**config.mk**
```make
export PLATFORM = sky130hd
export DESIGN_NAME = nexi_uart_tx_sched_flat
export DESIGN_NICKNAME = d
export VERILOG_FILES = /design/src/rtl/nexi_uart_tx_sched_if.sv /design/src/rtl/nexi_uart_tx_sched.sv /design/src/flat_wrapper.sv
export SDC_FILE = /design/constraint.sdc
export NUM_CORES = 1
export LEC_CHECK = 0
export ABC_AREA = 1
export BUFFER_PORTS_ARGS = -buffer_cell sky130_fd_sc_hd__buf_2
export CORE_ASPECT_RATIO = 0.9
export CORE_MARGIN = 1.5
export CORE_UTILIZATION = 51
export CTS_BUF_LIST = sky130_fd_sc_hd__clkbuf_8
export CTS_CLUSTER_DIAMETER = 150
export DETAILED_ROUTE_END_ITERATION = 8
export PLACE_DENSITY_LB_ADDON = 0.15
export SYNTH_ARGS = -nofsm -noshare
export SYNTH_HDL_FRONTEND = slang
export SYNTH_SLANG_ARGS = --single-unit
```
**constraint.sdc**
```tcl
create_clock -name clk_1x_bps -period 1.8 [get_ports clk_1x_bps]
set_clock_uncertainty 0.05 [all_clocks]
set_input_delay 0 -clock clk_1x_bps [delete_from_list [all_inputs] [get_ports clk_1x_bps]]
set_output_delay 0 -clock clk_1x_bps [all_outputs]
set_load 0.02 [all_outputs]
```
**src/rtl/nexi_uart_tx_sched_if.sv**
```systemverilog
// Requester-side and transmitter-side signals of the UART TX scheduler.
// master = scheduler, slave = producers plus transmitter.
interface nexi_uart_tx_sched_if #(
  parameter int NREQ = 4
);
  logic [NREQ-1:0]   req;
  logic [8*NREQ-1:0] req_data;
  logic [NREQ-1:0]   req_ack;
  logic [NREQ-1:0]   grant;
  logic              busy;
  logic              err_timeout;
  logic              uart_send;
  logic [7:0]        uart_data;
  logic              uart_done;

  modport master (
    input  req, req_data, uart_done,
    output req_ack, grant, busy, err_timeout, uart_send, uart_data
  );

  modport slave (
    output req, req_data, uart_done,
    input  req_ack, grant, busy, err_timeout, uart_send, uart_data
  );
endinterface

```
**src/rtl/nexi_uart_tx_sched.sv**
```systemverilog
// Round-robin scheduler sharing one nexi_uart_tx between NREQ byte producers,
// with bounded per-grant bursts and an acknowledge timeout.
module nexi_uart_tx_sched #(
  parameter int NREQ        = 4,
  parameter int MAX_BURST   = 16,
  parameter int ACK_TIMEOUT = 8
) (
  input  logic                        clk_1x_bps,
  input  logic                        rst,
  nexi_uart_tx_sched_if.master        bus
);
  localparam int PW = (NREQ > 1) ? $clog2(NREQ) : 1;
  localparam logic [7:0] TO_LAST = 8'(ACK_TIMEOUT - 1);

  typedef enum logic [1:0] {IDLE, SEND, DRAIN} state_e;

  state_e          state_q, state_d;
  logic [PW-1:0]   ptr_q, ptr_d;
  logic [PW-1:0]   win_q, win_d;
  logic [7:0]      burst_q, burst_d;
  logic [7:0]      to_q, to_d;
  logic [NREQ-1:0] grant_q, grant_d;
  logic [NREQ-1:0] ack_q, ack_d;
  logic            send_q, send_d;
  logic            err_q, err_d;
  logic            busy_q, busy_d;
  logic [7:0]      data_q, data_d;

  logic            arb_hit;
  logic [PW-1:0]   arb_idx;
  int              cand;

  function automatic logic [PW-1:0] wrap_inc(input logic [PW-1:0] w);
    return (int'(w) == NREQ - 1) ? '0 : PW'(int'(w) + 1);
  endfunction

  // Scan downward so the lowest offset from ptr_q wins.
  always_comb begin
    arb_hit = 1'b0;
    arb_idx = ptr_q;
    cand    = 0;
    for (int k = NREQ - 1; k >= 0; k--) begin
      cand = int'(ptr_q) + k;
      if (cand >= NREQ) cand = cand - NREQ;
      if (bus.req[cand]) begin
        arb_hit = 1'b1;
        arb_idx = PW'(cand);
      end
    end
  end

  always_comb begin
    state_d = state_q;
    ptr_d   = ptr_q;
    win_d   = win_q;
    burst_d = burst_q;
    to_d    = to_q;
    grant_d = grant_q;
    ack_d   = '0;
    err_d   = 1'b0;
    send_d  = send_q;
    data_d  = data_q;
    unique case (state_q)
      IDLE: begin
        if (bus.uart_done && arb_hit) begin
          win_d          = arb_idx;
          grant_d        = '0;
          grant_d[arb_idx] = 1'b1;
          data_d         = bus.req_data[8*int'(arb_idx) +: 8];
          send_d         = 1'b1;
          burst_d        = '0;
          to_d           = '0;
          state_d        = SEND;
        end
      end
      SEND: begin
        if (!bus.uart_done) begin
          send_d  = 1'b0;
          ack_d   = grant_q;
          state_d = DRAIN;
        end else if (to_q == TO_LAST) begin
          send_d  = 1'b0;
          err_d   = 1'b1;
          grant_d = '0;
          ptr_d   = wrap_inc(win_q);
          state_d = IDLE;
        end else begin
          to_d = to_q + 8'd1;
        end
      end
      DRAIN: begin
        // Transmitter back to idle: either stream the next byte or hand over.
        if (bus.uart_done) begin
          if (bus.req[win_q] && (int'(burst_q) < MAX_BURST - 1)) begin
            burst_d = burst_q + 8'd1;
            data_d  = bus.req_data[8*int'(win_q) +: 8];
            send_d  = 1'b1;
            to_d    = '0;
            state_d = SEND;
          end else begin
            grant_d = '0;
            ptr_d   = wrap_inc(win_q);
            state_d = IDLE;
          end
        end
      end
      default: state_d = IDLE;
    endcase
    busy_d = (state_d != IDLE);
  end

  always_ff @(posedge clk_1x_bps or posedge rst) begin
    if (rst) begin
      state_q <= IDLE;
      ptr_q   <= '0;
      win_q   <= '0;
      burst_q <= '0;
      to_q    <= '0;
      grant_q <= '0;
      ack_q   <= '0;
      send_q  <= 1'b0;
      err_q   <= 1'b0;
      busy_q  <= 1'b0;
      data_q  <= '0;
    end else begin
      state_q <= state_d;
      ptr_q   <= ptr_d;
      win_q   <= win_d;
      burst_q <= burst_d;
      to_q    <= to_d;
      grant_q <= grant_d;
      ack_q   <= ack_d;
      send_q  <= send_d;
      err_q   <= err_d;
      busy_q  <= busy_d;
      data_q  <= data_d;
    end
  end

  assign bus.grant       = grant_q;
  assign bus.req_ack     = ack_q;
  assign bus.uart_send   = send_q;
  assign bus.uart_data   = data_q;
  assign bus.err_timeout = err_q;
  assign bus.busy        = busy_q;
endmodule

```
**src/flat_wrapper.sv**
```systemverilog
// flat-port wrapper written by rule: the top's interface ports become plain ports
module nexi_uart_tx_sched_flat 
#(
  parameter int NREQ        = 4,
  parameter int MAX_BURST   = 16,
  parameter int ACK_TIMEOUT = 8
)
  (clk_1x_bps, rst, bus_req, bus_req_data, bus_uart_done, bus_req_ack, bus_grant, bus_busy, bus_err_timeout, bus_uart_send, bus_uart_data);
  nexi_uart_tx_sched_if #(.NREQ(NREQ)) bus_i ();
  input  logic clk_1x_bps;
  input  logic rst;
  input wire logic [$bits(bus_i.req)-1:0] bus_req;
  input wire logic [$bits(bus_i.req_data)-1:0] bus_req_data;
  input wire logic [$bits(bus_i.uart_done)-1:0] bus_uart_done;
  output wire logic [$bits(bus_i.req_ack)-1:0] bus_req_ack;
  output wire logic [$bits(bus_i.grant)-1:0] bus_grant;
  output wire logic [$bits(bus_i.busy)-1:0] bus_busy;
  output wire logic [$bits(bus_i.err_timeout)-1:0] bus_err_timeout;
  output wire logic [$bits(bus_i.uart_send)-1:0] bus_uart_send;
  output wire logic [$bits(bus_i.uart_data)-1:0] bus_uart_data;
  assign bus_i.req = bus_req;
  assign bus_i.req_data = bus_req_data;
  assign bus_i.uart_done = bus_uart_done;
  assign bus_req_ack = bus_i.req_ack;
  assign bus_grant = bus_i.grant;
  assign bus_busy = bus_i.busy;
  assign bus_err_timeout = bus_i.err_timeout;
  assign bus_uart_send = bus_i.uart_send;
  assign bus_uart_data = bus_i.uart_data;
  nexi_uart_tx_sched #(.NREQ(NREQ), .MAX_BURST(MAX_BURST), .ACK_TIMEOUT(ACK_TIMEOUT)) u_core (.clk_1x_bps(clk_1x_bps), .rst(rst), .bus(bus_i));
endmodule
```
==> impl_metrics.toml, run 1 <==
[run_status]
outcome = "finished with violations"
violations = "setup timing"

[timing]
max_freq_mhz = 510
rsz0062_at_grt = "true"
fin_ws_ns = -0.160
final.min_clock_period_ns = 1.96
finalCritPeriodShare_pct = 109
slew_headroom_pct = 66.0
report.final.slew_viol_count = 0
finalSetupViolCount = 27
final_hold_viol_count = 0
tightest_slew_ns = 0.509

[placement]
dp_hpwl_um = 4700
gp_congestion = 0.819
pre_cts_slack_ns = -0.181
buffer_ports.inserted = 57

[job]
drv_cap = 0

[setup_path]
endpoint_kind = "flip-flop"
timing.rr.end = "u_core.bus.uart_data[5]"
cp_cell_sequence = "buf_6, nand2_2, nand2_2, nand2_2, nand2_2, inv_2, nand2_2, nand4_1, nand3_4, nand3_1, nand3_1, nand3_1, nand2_1"
cpPeakStageDelay_ns = 0.47
worst-path-buf-inv = 2
start_kind = "flip-flop"
worstSetupPathType = "reg2reg"
cpMaxStageDelayCell = "dfrtp_2"
critical_path_required_ns = 1.93
arrival_ns = 2.09
critPathMaxFanout = 8
r2r_start = "u_core.ptr_q[0]"
reg2reg_slack_ns = -0.16
reg2reg_depth = 13
path_delay_family = "simple AND/OR/NAND/NOR gates"
crit_top_cell = "nand2_2"

[power_and_ir_drop]
p_per_area_nw_per_um2 = 1930
cellLeakagePower_nw = 2.01
power.total_w = 0.00740
irDropWorstVdd_v = 0.00121

[clock_tree]
cts_buffers = 5
path_clk_slew_ns = 0.09
root_buffer = "clkbuf_8"
cts_max_path_buffers = 2
cts_tree = "yes"
cts_num_sinks = 41
htreeDepth = 2
clk_latency_ns = 0.30

[synth]
netlist_area_um2 = 2570
ys_seq_elements = 41
synth_area_leaders = "dfrtp_1 40%, nand3_1 14%, nand2_1 13%, inv_1 4.8%, nor2_1 3.5%"
yosys_warnings = 0
syn-instance-count = 348
ys_seq_area_share_pct = 40.0
ys_types = 30
synth_nets = 394
yosys.area.top_type = "dfrtp_1"
yosysTopAreaCellShare_pct = 40.0
avgSynthCellArea_um2 = 7.38

[global_route]
gr-usage-all-layers_pct = 27.4
antenna_found_initial = 0
grt_max_degree = 42
grtUsageMet3_pct = 5.62
grt.met2_usage_pct = 46.1
grt_pass1_wl_um = 12000
overflow = 0
top_usage_layer = "met2"
grtUsageMet1_pct = 36.1
grt_pass1_vias = 2766

[floorplan]
initial_utilization_pct = 53.1
io_pins = 58
rows = 24
die_x_um = 77.8
die_h_um = 70.3
core_area_um2 = 4830
die_area_um2 = 5470

[drt]
drc_errors = 0
wirelength_um = 7790
detail_route.iter0.violations = 191
wl_per_cell_um = 14.7
route.detailed.vias_per_inst = 5.40
ant_nets = 0
vias = 2867
first_pass_iters = 4

[layout]
fillers = 332
final_nets = 511
area_delta_synth_final_pct = 48.9
fin_util_pct = 79.1
drive_above_1_share_pct = 47.4
diodes = 0

[min_path]
hold_class = "in2reg"
hold_depth = 5
hold_start = "bus_req_data[20]"
hold_path_end = "u_core.bus.uart_data[4]"
## worst register-to-register path, delay by kind of cell, from the launching register on
kind	cells	cell delay, ns
buffers and inverters	2	0.22
AND/OR/NAND/NOR	11	1.09
flip-flops	1	0.47
## Yosys cell counts
| master | number |
|---|---|
| a31oi_1 | 2 |
| nand3_1 | 74 |
| dfrtp_1 | 41 |
| nor2_1 | 24 |
| nand2_1 | 89 |
| nand3_4 | 1 |
| a22oi_1 | 1 |
| inv_6 | 1 |
| o21a_1 | 1 |
| a21oi_1 | 8 |
| nand4_1 | 6 |
| nand2_2 | 6 |
| nand2_4 | 1 |
| ha_1 | 7 |
| clkinv_1 | 1 |
| clkbuf_1 | 1 |
| buf_2 | 1 |
| buf_4 | 1 |
| xor2_1 | 1 |
| nor2_4 | 2 |
| nor3_1 | 6 |
| o21ai_1 | 5 |
| inv_1 | 33 |
| a211oi_1 | 1 |
| inv_2 | 4 |
| or2_2 | 1 |
| o31ai_1 | 3 |
| buf_6 | 6 |
| o21ai_0 | 14 |
| nand3_2 | 6 |
## state kept, by name, summed over array words and instances, names as in the netlist
name / cells
u_core.win_q: 2
u_core.bus.grant: 4
u_core.bus.uart_data: 8
u_core.to_q: 8
u_core.state_q: 2
u_core.bus.uart_send: 1
u_core.bus.busy: 1
u_core.burst_q: 8
u_core.bus.err_timeout: 1
u_core.ptr_q: 2
u_core.bus.req_ack: 4
## worst max path at each step
stage	from	end	cells after the start
6_report	u_core.ptr_q[0]	u_core.bus.uart_data[5]	13
5_1_grt	u_core.ptr_q[0]	u_core.bus.uart_data[3]	11
4_1_cts	u_core.ptr_q[0]	u_core.bus.uart_data[3]	15
3_5_place_dp	u_core.ptr_q[0]	u_core.bus.uart_data[1]	14
3_3_place_gp	u_core.burst_q[0]	u_core.to_q[4]	11
2_1_floorplan	u_core.state_q[0]	u_core.to_q[4]	13
## through the flow
step / cell area (um^2) / setup TNS, ns / std cells / hold WS, ns
2_1_floorplan: 2580 / -0.00376 / 348 / 0.154
3_5_place_dp: 3160 / -3.69 / 499 / 0.103
5_1_grt: 3820 / -6.30 / 531 / 0.0279
3_3_place_gp: 3160 / -2.76 / 499 / 0.102
4_1_cts: 3580 / -1.11 / 527 / 0.00327
6_report: 3820 / -2.64 / 531 / 0.000142
## report_power, final
part	total (W)	leakage [nW]	internal (W)	switching [W]
clock network	0.000672	0.0542	0.000347	0.000325
logic	0.00532	1.42	0.00212	0.00319
registers	0.00141	0.537	0.00119	0.000218
## cell usage in the layout, fill, tap and decap left out, types with 3 or more instances in the layout
cell	netlist	routed
nand2_1	89	64
inv_1	33	31
buf_4	1	47
nor3_1	6	5
o21ai_0	14	8
inv_2	4	3
nor2_1	24	19
a21oi_1	8	6
dfrtp_1	41	39
buf_2	1	57
nand4_1	6	6
nor2_4	2	3
clkbuf_8	0	7
nand3_4	1	6
nand3_2	6	35
nand2_4	1	5
nand2_2	6	27
o21ai_1	5	10
nor2_2	0	4
buf_6	6	10
nand3_1	74	42
ha_1	7	5
## kinds of logic after synthesis
kind of cell,after synthesis,synth area share [%]
AO/OA/AOI/OAI,35,7.51
XOR/XNOR,1,0.341
adder cells (fa/ha/maj),7,3.41
buffers and inverters,48,9.16
flip-flops,41,40.0
AND/OR/NAND/NOR,216,39.6
## what timing repair did
item,CTS,global route
gates resized for setup,49,54
buffers inserted,16,4
gates cloned,2,0
endpoints found under the setup margin,31,35
pin swaps,14,23
endpoints found under the hold margin,42,0
hold buffers,2,0
## final cells by class
cell class                 count  area [um^2]  area share (%)
multi-input combinational    261         1660            43.4
sequential                    41         1030            26.9
timing repair buffer         117          791            20.7
inverter                      39          163            4.25
clock buffer                   7         96.3            2.52
tap                           65         81.3            2.13
clock inverter                 1         5.00           0.131
## metal layers
layer / up-vias / share of wire (%)
met5: - / 0
li1: 1391 / -
met3: 11 / 5.2
met2: 76 / 52
met4: 0 / 1.0
met1: 1389 / 42
(Power assumes the default switching activity.)
==> run 2: changes to the inputs <==
--- a/config.mk
+++ b/config.mk
@@ -17,3 +17,4 @@
 export SYNTH_ARGS = -nofsm -noshare
 export SYNTH_HDL_FRONTEND = slang
 export SYNTH_SLANG_ARGS = --single-unit
+export TNS_END_PERCENT = 20
==> run 2 against run 1 <==
  * Routed wire length fell by 6.7%
  * Cell count down 1.9%
  * Largest cell class unchanged
  * Critical endpoint is now u_core.bus.uart_data[2]
  * Maximum frequency fell by 2.4%
  * Worst hold slack got worse by 0.011 ns
  * The flow finishes with violations (hold timing, setup timing)
==> impl_metrics.toml, run 2 (synthesis gave the netlist of run 1 again) <==
[run_status]
outcome = "finished with violations"
violations = "hold timing, setup timing"

[floorplan]
die_h_um = 70.3
initial_utilization_pct = 53.1
die_x_um = 77.8
rows = 24
die_area_um2 = 5470
io_pins = 58
core_area_um2 = 4830

[layout]
final_nets = 502
layout_common_cells = "59 x nand2_1, 57 x buf_2, 45 x nand3_1, 39 x buf_4, 39 x dfrtp_1"
instances_no_fill = 521
multi_input_area_um2 = 1650
area_delta_synth_final_pct = 46.2
final_common_cell = "nand2_1"
drive_above_1_share_pct = 46.3
seqCellArea_um2 = 1030
fin_util_pct = 77.7
fillers = 358
diodes = 0

[timing]
fin_ws_ns = -0.207
final.min_clock_period_ns = 2.01
max_freq_mhz = 498
slew_headroom_pct = 65.4
report.final.slew_viol_count = 0
rsz0062_at_grt = "true"
finalCritPeriodShare_pct = 112
finalSetupViolCount = 27
tightest_slew_ns = 0.519
holdWs_ns = -0.0105
final_hold_viol_count = 2

[global_route]
overflow = 0
grt_pass1_wl_um = 11400
grt_max_degree = 42
grt_pass1_vias = 2609
antenna_found_initial = 0
gr-usage-all-layers_pct = 26.0

[setup_path]
start_kind = "flip-flop"
reg2reg_slack_ns = -0.21
worstSetupPathType = "reg2reg"
critPathMaxFanout = 8
reg2reg_depth = 13
endpoint_kind = "flip-flop"
timing.rr.end = "u_core.bus.uart_data[2]"
arrival_ns = 2.15
critical_path_required_ns = 1.95
r2r_start = "u_core.ptr_q[0]"

[placement]
dp_hpwl_um = 4540
gp_congestion = 0.826
buffer_ports.inserted = 57
dp_cells = 496

[min_path]
hold_class = "in2reg"
hold_start = "bus_req_data[21]"
hold_depth = 5
hold_path_end = "u_core.bus.uart_data[5]"

[power_and_ir_drop]
power.total_w = 0.00738
cellLeakagePower_nw = 1.97
irDropWorstVdd_v = 0.00126
p_per_area_nw_per_um2 = 1960

[clock_tree]
cts_max_path_buffers = 2
root_buffer = "clkbuf_8"
htreeDepth = 2
cts_buffers = 5
cts_num_sinks = 41
clk_latency_ns = 0.30
cts_tree = "yes"
path_clk_slew_ns = 0.08

[drt]
drc_errors = 0
vias = 2808
ant_nets = 0
first_pass_iters = 4
route.detailed.vias_per_inst = 5.39
wirelength_um = 7260
wl_per_cell_um = 13.9
detail_route.iter0.violations = 233

[job]
drv_cap = 0
==> run 2: changes by cell type in the layout (fill, tap and decap cells not counted), sizes merged <==
cell / delta
buf: -10
dlygate4sd3: +1
clkbuf: -2
bufinv: +1
==> run 2: how the worst max path moves through the flow <==
stage	from	endpoint	slack (ns)	cells after the start
4_1_cts	u_core.ptr_q[0]	u_core.bus.uart_data[1]	-0.07	14
6_report	u_core.ptr_q[0]	u_core.bus.uart_data[2]	-0.21	13
2_1_floorplan	u_core.state_q[0]	u_core.to_q[4]	-0.02	13
3_3_place_gp	u_core.burst_q[0]	u_core.to_q[4]	-0.16	11
3_5_place_dp	u_core.ptr_q[0]	u_core.bus.uart_data[2]	-0.19	14
5_1_grt	u_core.ptr_q[0]	u_core.bus.uart_data[0]	-0.30	13
==> run 2: through the flow <==
step / setup slack, ns / area [um^2] / setup TNS (ns)
after detailed placement: -0.189 / 3140 / -3.44
after global placement: -0.159 / 3140 / -2.86
after global routing: -0.301 / 3750 / -6.17
after floorplan: -0.0178 / 2580 / -0.0417
final: -0.207 / 3750 / -2.54
after CTS: -0.0710 / 3510 / -0.883
==> run 2: cell type report <==
class,instances,share of cell area [%]
inverters,39,4.27
multi-input cells,261,44.1
clock buffers,5,1.83
repair buffers,108,19.4
well taps,65,2.17
flip-flops and latches,41,27.4
clock inverters,2,0.933
==> run 2: what timing repair did <==
action,CTS,global route
endpoints found under the setup margin,30,36
gates resized for setup,46,53
hold buffers,3,0
setup buffers,9,4
hold endpoints to repair,43,0
gates cloned,1,1
pin swaps,11,31
==> run 2: critical path, stage by stage (launching register included) <==
cell and delay, ns:
dfrtp_2 0.44, clkinv_4 0.11, nand2_1 0.13, nand2_4 0.08
nand2_4 0.08, nand2_2 0.06, inv_2 0.09, nand2_4 0.06
nand4_1 0.22, nand3_4 0.22, nand3_2 0.14, nand3_2 0.09
nand3_2 0.08, nand2_1 0.05
==> run 2: report_power, final <==
group | internal (W) | switching [W]
registers | 0.00119 | 0.000196
clock network | 0.000403 | 0.000319
logic | 0.00215 | 0.00312
==> run 2: metal layers <==
layer	wire length, um	GRT usage, %
met1	3020	35.3
met3	438	5.23
met5	0	0
met4	136	6.67
met2	3670	42.4
